--- src/rtl/multicycle_maindec.sv ---
// Multicycle RV32 main decoder: Moore FSM sequencing fetch/decode/execute/memory/writeback,
// with optional F-extension ops that handshake with a multicycle FPU via fp_start/fp_done.
module multicycle_maindec #(
   parameter bit FP_EN  = 1'b1,
   parameter bit MEM_HS = 1'b1
) (
   input  logic       clk,
   input  logic       reset,
   input  logic [6:0] op,
   input  logic       zero,
   input  logic       mem_ready,
   input  logic       fp_done,
   output logic       PCWrite,
   output logic       AdrSrc,
   output logic       MemWrite,
   output logic       IRWrite,
   output logic [1:0] ResultSrc,
   output logic [1:0] ALUSrcA,
   output logic [1:0] ALUSrcB,
   output logic [1:0] ALUOp,
   output logic [2:0] ImmSrc,
   output logic       RegWrite,
   output logic       FRegWrite,
   output logic       FpSel,
   output logic       fp_start,
   output logic       illegal,
   output logic [3:0] dbgState
);

   typedef enum logic [3:0] {
      FETCH    = 4'd0,
      DECODE   = 4'd1,
      MEMADR   = 4'd2,
      MEMREAD  = 4'd3,
      MEMWB    = 4'd4,
      MEMWRITE = 4'd5,
      EXECUTER = 4'd6,
      EXECUTEI = 4'd7,
      ALUWB    = 4'd8,
      BEQ      = 4'd9,
      JAL      = 4'd10,
      LUI      = 4'd11,
      FPEXEC   = 4'd12,
      FPWB     = 4'd13
   } stateT;

   localparam logic [6:0] OP_LW  = 7'b0000011;
   localparam logic [6:0] OP_SW  = 7'b0100011;
   localparam logic [6:0] OP_R   = 7'b0110011;
   localparam logic [6:0] OP_I   = 7'b0010011;
   localparam logic [6:0] OP_BEQ = 7'b1100011;
   localparam logic [6:0] OP_JAL = 7'b1101111;
   localparam logic [6:0] OP_LUI = 7'b0110111;
   localparam logic [6:0] OP_FLW = 7'b0000111;
   localparam logic [6:0] OP_FSW = 7'b0100111;
   localparam logic [6:0] OP_FP  = 7'b1010011;

   stateT state, nextState, cur;
   logic  fpSel, fpFirst;
   logic  memRdy, pcUpdate, branch;
   logic  isFlw, isFsw, isFpOp, isLoad, isStore;

   assign memRdy  = MEM_HS ? mem_ready : 1'b1;
   assign isFlw   = FP_EN & (op == OP_FLW);
   assign isFsw   = FP_EN & (op == OP_FSW);
   assign isFpOp  = FP_EN & (op == OP_FP);
   assign isLoad  = (op == OP_LW) | isFlw;
   assign isStore = (op == OP_SW) | isFsw;

   // While reset is low the outputs decode as FETCH regardless of the held state.
   assign cur      = reset ? state : FETCH;
   assign dbgState = cur;
   assign FpSel    = fpSel;
   assign PCWrite  = pcUpdate | (branch & zero);

   always_ff @(posedge clk) begin
      if (!reset) begin
         state   <= FETCH;
         fpSel   <= 1'b0;
         fpFirst <= 1'b0;
      end else begin
         state   <= nextState;
         fpFirst <= (state == DECODE) && (nextState == FPEXEC);
         if (state == DECODE) fpSel <= isFlw | isFsw | isFpOp;
      end
   end

   always_comb begin
      nextState = cur;
      pcUpdate  = 1'b0;
      branch    = 1'b0;
      AdrSrc    = 1'b0;
      MemWrite  = 1'b0;
      IRWrite   = 1'b0;
      ResultSrc = 2'b00;
      ALUSrcA   = 2'b00;
      ALUSrcB   = 2'b00;
      ALUOp     = 2'b00;
      RegWrite  = 1'b0;
      FRegWrite = 1'b0;
      fp_start  = 1'b0;
      illegal   = 1'b0;
      case (cur)
         FETCH: begin
            ALUSrcB   = 2'b10;
            ResultSrc = 2'b10;
            IRWrite   = memRdy & reset;
            pcUpdate  = memRdy & reset;
            if (memRdy) nextState = DECODE;
         end
         DECODE: begin
            ALUSrcA = 2'b01;
            ALUSrcB = 2'b01;
            if (isLoad | isStore)    nextState = MEMADR;
            else if (op == OP_R)     nextState = EXECUTER;
            else if (op == OP_I)     nextState = EXECUTEI;
            else if (op == OP_BEQ)   nextState = BEQ;
            else if (op == OP_JAL)   nextState = JAL;
            else if (op == OP_LUI)   nextState = LUI;
            else if (isFpOp)         nextState = FPEXEC;
            else begin
               nextState = FETCH;
               illegal   = 1'b1;
            end
         end
         MEMADR: begin
            ALUSrcA   = 2'b10;
            ALUSrcB   = 2'b01;
            nextState = isLoad ? MEMREAD : MEMWRITE;
         end
         MEMREAD: begin
            AdrSrc = 1'b1;
            if (memRdy) nextState = MEMWB;
         end
         MEMWB: begin
            ResultSrc = 2'b01;
            RegWrite  = ~fpSel;
            FRegWrite = fpSel;
            nextState = FETCH;
         end
         MEMWRITE: begin
            AdrSrc   = 1'b1;
            MemWrite = 1'b1;
            if (memRdy) nextState = FETCH;
         end
         EXECUTER: begin
            ALUSrcA   = 2'b10;
            ALUOp     = 2'b10;
            nextState = ALUWB;
         end
         EXECUTEI: begin
            ALUSrcA   = 2'b10;
            ALUSrcB   = 2'b01;
            ALUOp     = 2'b10;
            nextState = ALUWB;
         end
         LUI: begin
            ALUSrcA   = 2'b11;
            ALUSrcB   = 2'b01;
            nextState = ALUWB;
         end
         ALUWB: begin
            RegWrite  = 1'b1;
            nextState = FETCH;
         end
         BEQ: begin
            ALUSrcA   = 2'b10;
            ALUOp     = 2'b01;
            branch    = 1'b1;
            nextState = FETCH;
         end
         JAL: begin
            ALUSrcA   = 2'b01;
            ALUSrcB   = 2'b10;
            pcUpdate  = 1'b1;
            nextState = ALUWB;
         end
         FPEXEC: begin
            fp_start = fpFirst;
            if (fp_done) nextState = FPWB;
         end
         FPWB: begin
            ResultSrc = 2'b11;
            FRegWrite = 1'b1;
            nextState = FETCH;
         end
         default: nextState = FETCH;
      endcase
   end

   always_comb begin
      case (op)
         OP_SW, OP_FSW: ImmSrc = 3'b001;
         OP_BEQ:        ImmSrc = 3'b010;
         OP_JAL:        ImmSrc = 3'b011;
         OP_LUI:        ImmSrc = 3'b100;
         default:       ImmSrc = 3'b000;
      endcase
   end

endmodule

--- config.mk ---
export PLATFORM = sky130hd
export DESIGN_NAME = multicycle_maindec
export DESIGN_NICKNAME = d
export VERILOG_FILES = /design/src/rtl/multicycle_maindec.sv
export SDC_FILE = /design/constraint.sdc
export NUM_CORES = 1
export LEC_CHECK = 0
export BUFFER_PORTS_ARGS = -buffer_cell sky130_fd_sc_hd__buf_2
export CORE_UTILIZATION = 40
export DETAILED_ROUTE_END_ITERATION = 6
export MAX_ROUTING_LAYER = met4
export PLACE_DENSITY_LB_ADDON = 0.05
export REMOVE_ABC_BUFFERS = 1
export SKIP_CTS_REPAIR_TIMING = 1
export SLEW_MARGIN = 20
export SYNTH_ARGS = -nofsm -noshare
export SYNTH_HDL_FRONTEND = slang
export SYNTH_SLANG_ARGS = --single-unit
--- constraint.sdc ---
create_clock -name clk -period 2.04 [get_ports clk]
set_input_delay 0.408 -clock clk [delete_from_list [all_inputs] [get_ports clk]]
set_output_delay 0.408 -clock clk [all_outputs]
set_load 0.1 [all_outputs]
Word level (Yosys, flattened, before mapping)
Index checks and enable logic that the tools add are counted.
- flip-flop bits (word level): 6
- bits of input ports: 12
- output and inout bits: 24
- logic and storage cells: 82
- equality and inequality tests: 25
- mux-type cells: 35
- bitwise gates (word level): 9
- reductions and logical operators: 10
- operators with widths (operator ; count):
    $mux W4 ; 12
    $eq A4 B4 Y1 const B ; 7
    $eq A7 B6 Y1 const B ; 4
    $pmux W4 S7 ; 1
    $eq A7 B7 Y1 const B ; 3
    $eq A4 B3 Y1 const B ; 4
    $mux W1 ; 13
    $pmux W2 S3 ; 2
    $pmux W3 S4 ; 1
    $reduce_or A4 Y1 ; 3
    $reduce_or A2 Y1 ; 5
    $eq A4 B1 Y1 const B ; 2
    $eq A4 B2 Y1 const B ; 2
    $pmux W2 S2 ; 2
    $eq A7 B2 Y1 const B ; 1
    $eq A7 B3 Y1 const B ; 1
    $eq A7 B5 Y1 const B ; 1
    $or A1 B1 Y1 ; 6
    $pmux W1 S2 ; 3
    $logic_not A4 Y1 ; 1
    $mux W3 ; 1
    $and A1 B1 Y1 ; 2
    $logic_and A1 B1 Y1 ; 1
    $not A1 Y1 ; 1

Depth between registers and ports, before layout
- depth after elaboration: 11
- depth in mapped cells: 6
- depth with buffers taken out: 4

Worst setup path before layout
No wires, ideal clock.
- kind: reg2out
- from: register fpSel (netlist: FpSel)
- to: output RegWrite
- arrival time: 3752 ps
- data required time: 1632 ps
- path slack: -2120 ps
- cell stages (with the launch flop): 4
- path through: dfxtp_1 nor2_1 a21oi_1 nor4_1
- cells in the longest elaborated chain, start to end: 2
- RTL lines (element ; RTL line ; text):
    start, declared ; 59 ; logic fpSel, fpFirst;
    start signal, assigned ; 84 ; if (state == DECODE) fpSel <= isFlw | isFsw | isFpOp;
    $not A1 Y1 ; 137 ; RegWrite = ~fpSel;
    $pmux W1 S2 ; 103 ; case (cur)
    end, declared ; 22 ; output logic RegWrite,
No other way between the ends.

Final worst setup path
- from: register state[1]
- to: output ResultSrc[0]
- cells in the longest elaborated chain, start to end: 3
- RTL lines (element ; RTL line ; text):
    start, declared ; 58 ; stateT state, nextState, cur;
    start signal, assigned ; 82 ; state <= nextState;
    $mux W4 (*) ; 71 ; assign cur = reset ? state : FETCH;
    $eq A4 B4 Y1, or another cell as far along ; 103 ;
    $pmux W2 S3 (*) ; 103 ;
    end, declared ; 17 ; output logic [1:0] ResultSrc,
Mark *: on every way between the ends. The rest lies on a longest branch, timed or not.

==> reports/metrics.yaml <==
die_h_um: 51.21
status: "finished clean"
grt_remaining_overflow: 0
worstPathRequired_ns: 1.63
gp_congestion: 0.8452
regToRegEndpoint: "fpFirst"
place_area_mm2: 0.001519
yosys.area.top_type: "dfxtp_1"
wl_um: 2927
min_period_ns: 1.968
synthAdderAreaFrac: 0
ys_types: 47
path_clk_slew_ns: 0.05
dp_hpwl_um: 2283
whs_ns: 0.5010
cts_tree: "yes"
drv_cap: 0
synth-edff-count: 0
antenna-diode-count: 0
regArea_um2: 130.1
ios: 36
finalSetupViolCount: 0
synth_xor_area_frac: 0.02713
multiInputGateArea_um2: 749.5
finClkSkew_ns: 0.004248
clockRootBuffer: "clkbuf_4"
final_area_mm2: 0.001589
nNetsFinal: 196
grt_pass1_wl_um: 4740
grt_pass1_vias: 1013
area_growth_pct: 64.08
final_common_cell: "buf_12"
antenna_found_initial: 0
port_buffers: 35
synth-main-ff-cell: "dfxtp_1"
cell_internal_pwr_uw: 286.4
drv_slew: 0
crit_path_start_kind: "flop"
wl_per_cell_um: 13.94
worstSetupPathType: "flop to primary output"
yosysSeqAreaShare: 0.1240
max_freq_ghz: 0.5082
cts_max_level: 1
p_clk_frac: 0.223
final.setup.tns_ns: 0
synth_compound_area_frac: 0.2636
antenna_left: 0
cts.sinks: 6
placed_cells: 206
critPathMaxFanout: 12
p_seq_frac: 0.247
crit_path_end_kind: "primary output"
vias: 1175
synth.top_cells.by_area: "dfxtp_1, nand2_1, nor2_1"
rows: 17
worstHoldEndpoint: "FpSel"
synthSimpleGateAreaFrac: 0.4341
p_total_uw: 512.3
fin_crit_sh: 0.9645
rsz0062_at_grt: "yes"
clkLatencyLatePin_ns: 0.25
numCtsBuffers: 3
power_switching_uw: 225.9
p_per_area_mw_per_mm2: 322.4
min_path_type: "flop to flop"
synth_top_area_share: 0.1240
fin_cells: 210
drive_gt1_frac: 0.3846
drc: 0
fillerInstances: 197
hold_viol: 0
r2r_slack_ns: 0.52
coreArea_mm2: 0.002255
routed_via_density: 5.595
cp.arrival_ns: 1.56
hp-start: "FpSel"
syn_area_per_cell_um2: 6.772
async_flop_share: 0
r2r_cells: 4
p_leak_nw: 0.6709
peakVddDrop_v: 0.0003467
relSlewSlack: 0.6806
grt_max_degree: 17
most-common-layout-cells: "buf_12, nand2_1, nor2_1"
track_usage: 0.2393
synthMuxAreaShare: 0.02196
clock_path_buffers: 2
yosysWarnings: 0
synth-seq-cells: 6
min_path_cells: 2
r2r_start: "state[1]"
max_slew.worst_pin.slew_ns: 0.4824
initial_core_util: 0.4295
p_sw_frac: 0.4409
drt_iter0_markers: 28
drt_pass1_iterations: 4
synth_area_um2: 968.4
die-area_mm2: 0.002622
pwr-share-comb: 0.530
synth_cells: 143
die_w_um: 51.21
synth_top_family_by_area: "simple AND/OR/NAND/NOR gates"
[cell type report]
cell class / instances / share of cell area
inverters: 8 / 0.01890
flip-flops and latches: 6 / 0.08189
clock buffers: 3 / 0.01417
well taps: 28 / 0.02205
repair buffers: 50 / 0.3913
multi-input cells: 115 / 0.4717
[power by group through the flow]
stage	Clock [mW]	Sequential, mW	Combinational (mW)
after CTS	0.116	0.127	0.264
final	0.114	0.127	0.271
after global placement	0	0.129	0.258
after global routing	0.126	0.127	0.287
after floorplan	0	0.133	0.153
after detailed placement	0	0.130	0.263
[kinds of logic (layout without fill, tap and decap cells)]
logic type | Yosys count | count (layout)
AND/OR/NAND/NOR | 73 | 73
AO/OA/AOI/OAI | 37 | 37
buffers and inverters | 22 | 61
flip-flops | 6 | 6
XOR/XNOR | 3 | 3
multiplexers | 2 | 2
[registers in the layout, indices dropped and copies added (netlist names)]
signal,count
FpSel,1
fpFirst,1
state,4
[Yosys cell counts, types with 2 or more instances]
library cell / number
a211o_1: 3
xnor2_1: 2
o21ai_1: 3
a21o_1: 4
a21oi_1: 9
inv_1: 8
nor2b_1: 3
a31oi_1: 2
nand3_1: 8
dfxtp_1: 6
buf_6: 4
nand2b_1: 5
nand3b_1: 4
nand4b_1: 2
buf_2: 10
o21ai_0: 5
nor2_1: 15
nor3_1: 5
nand4bb_1: 2
nand2_1: 16
[worst max path at each step]
stage / start / endpoint / slack (ns) / depth (start not counted)
finish: state[1] / ResultSrc[0] / 0.07 / 4
global route: state[0] / illegal / -0.03 / 5
CTS: state[3] / illegal / -0.15 / 5
detailed placement: state[3] / illegal / 0.11 / 5
global placement: state[3] / RegWrite / 0.15 / 5
floorplan: FpSel / RegWrite / -2.14 / 3
[per-stage QoR]
| stage | utilization | worst slack [ns] |
|---|---|---|
| final | 0.7048 | 0.07236 |
| after global routing | 0.7048 | -0.02646 |
| after CTS | 0.6837 | -0.1503 |
| after detailed placement | 0.6737 | 0.1138 |
| after global placement | 0.6737 | 0.1490 |
| after floorplan | - | -2.140 |
[worst max-delay path, cell delays in order (launching register included)]
cell and delay, ns:
dfxtp_2 0.35, buf_4 0.19, nand3b_1 0.27, a21oi_1 0.28, buf_12 0.21
[metal layers]
| metal | vias to the layer above | part of all wire | routed length (um) | global-route usage |
|---|---|---|---|---|
| li1 | 595 | - | - | - |
| met1 | 542 | 0.45 | 1324 | 0.3179 |
| met2 | 36 | 0.50 | 1458 | 0.3838 |
| met3 | 2 | 0.046 | 134 | 0.03869 |
| met4 | 0 | 0.0031 | 9 | 0.04167 |
| met5 | - | 0 | 0 | - |
Power figures use the tool's default switching activity.
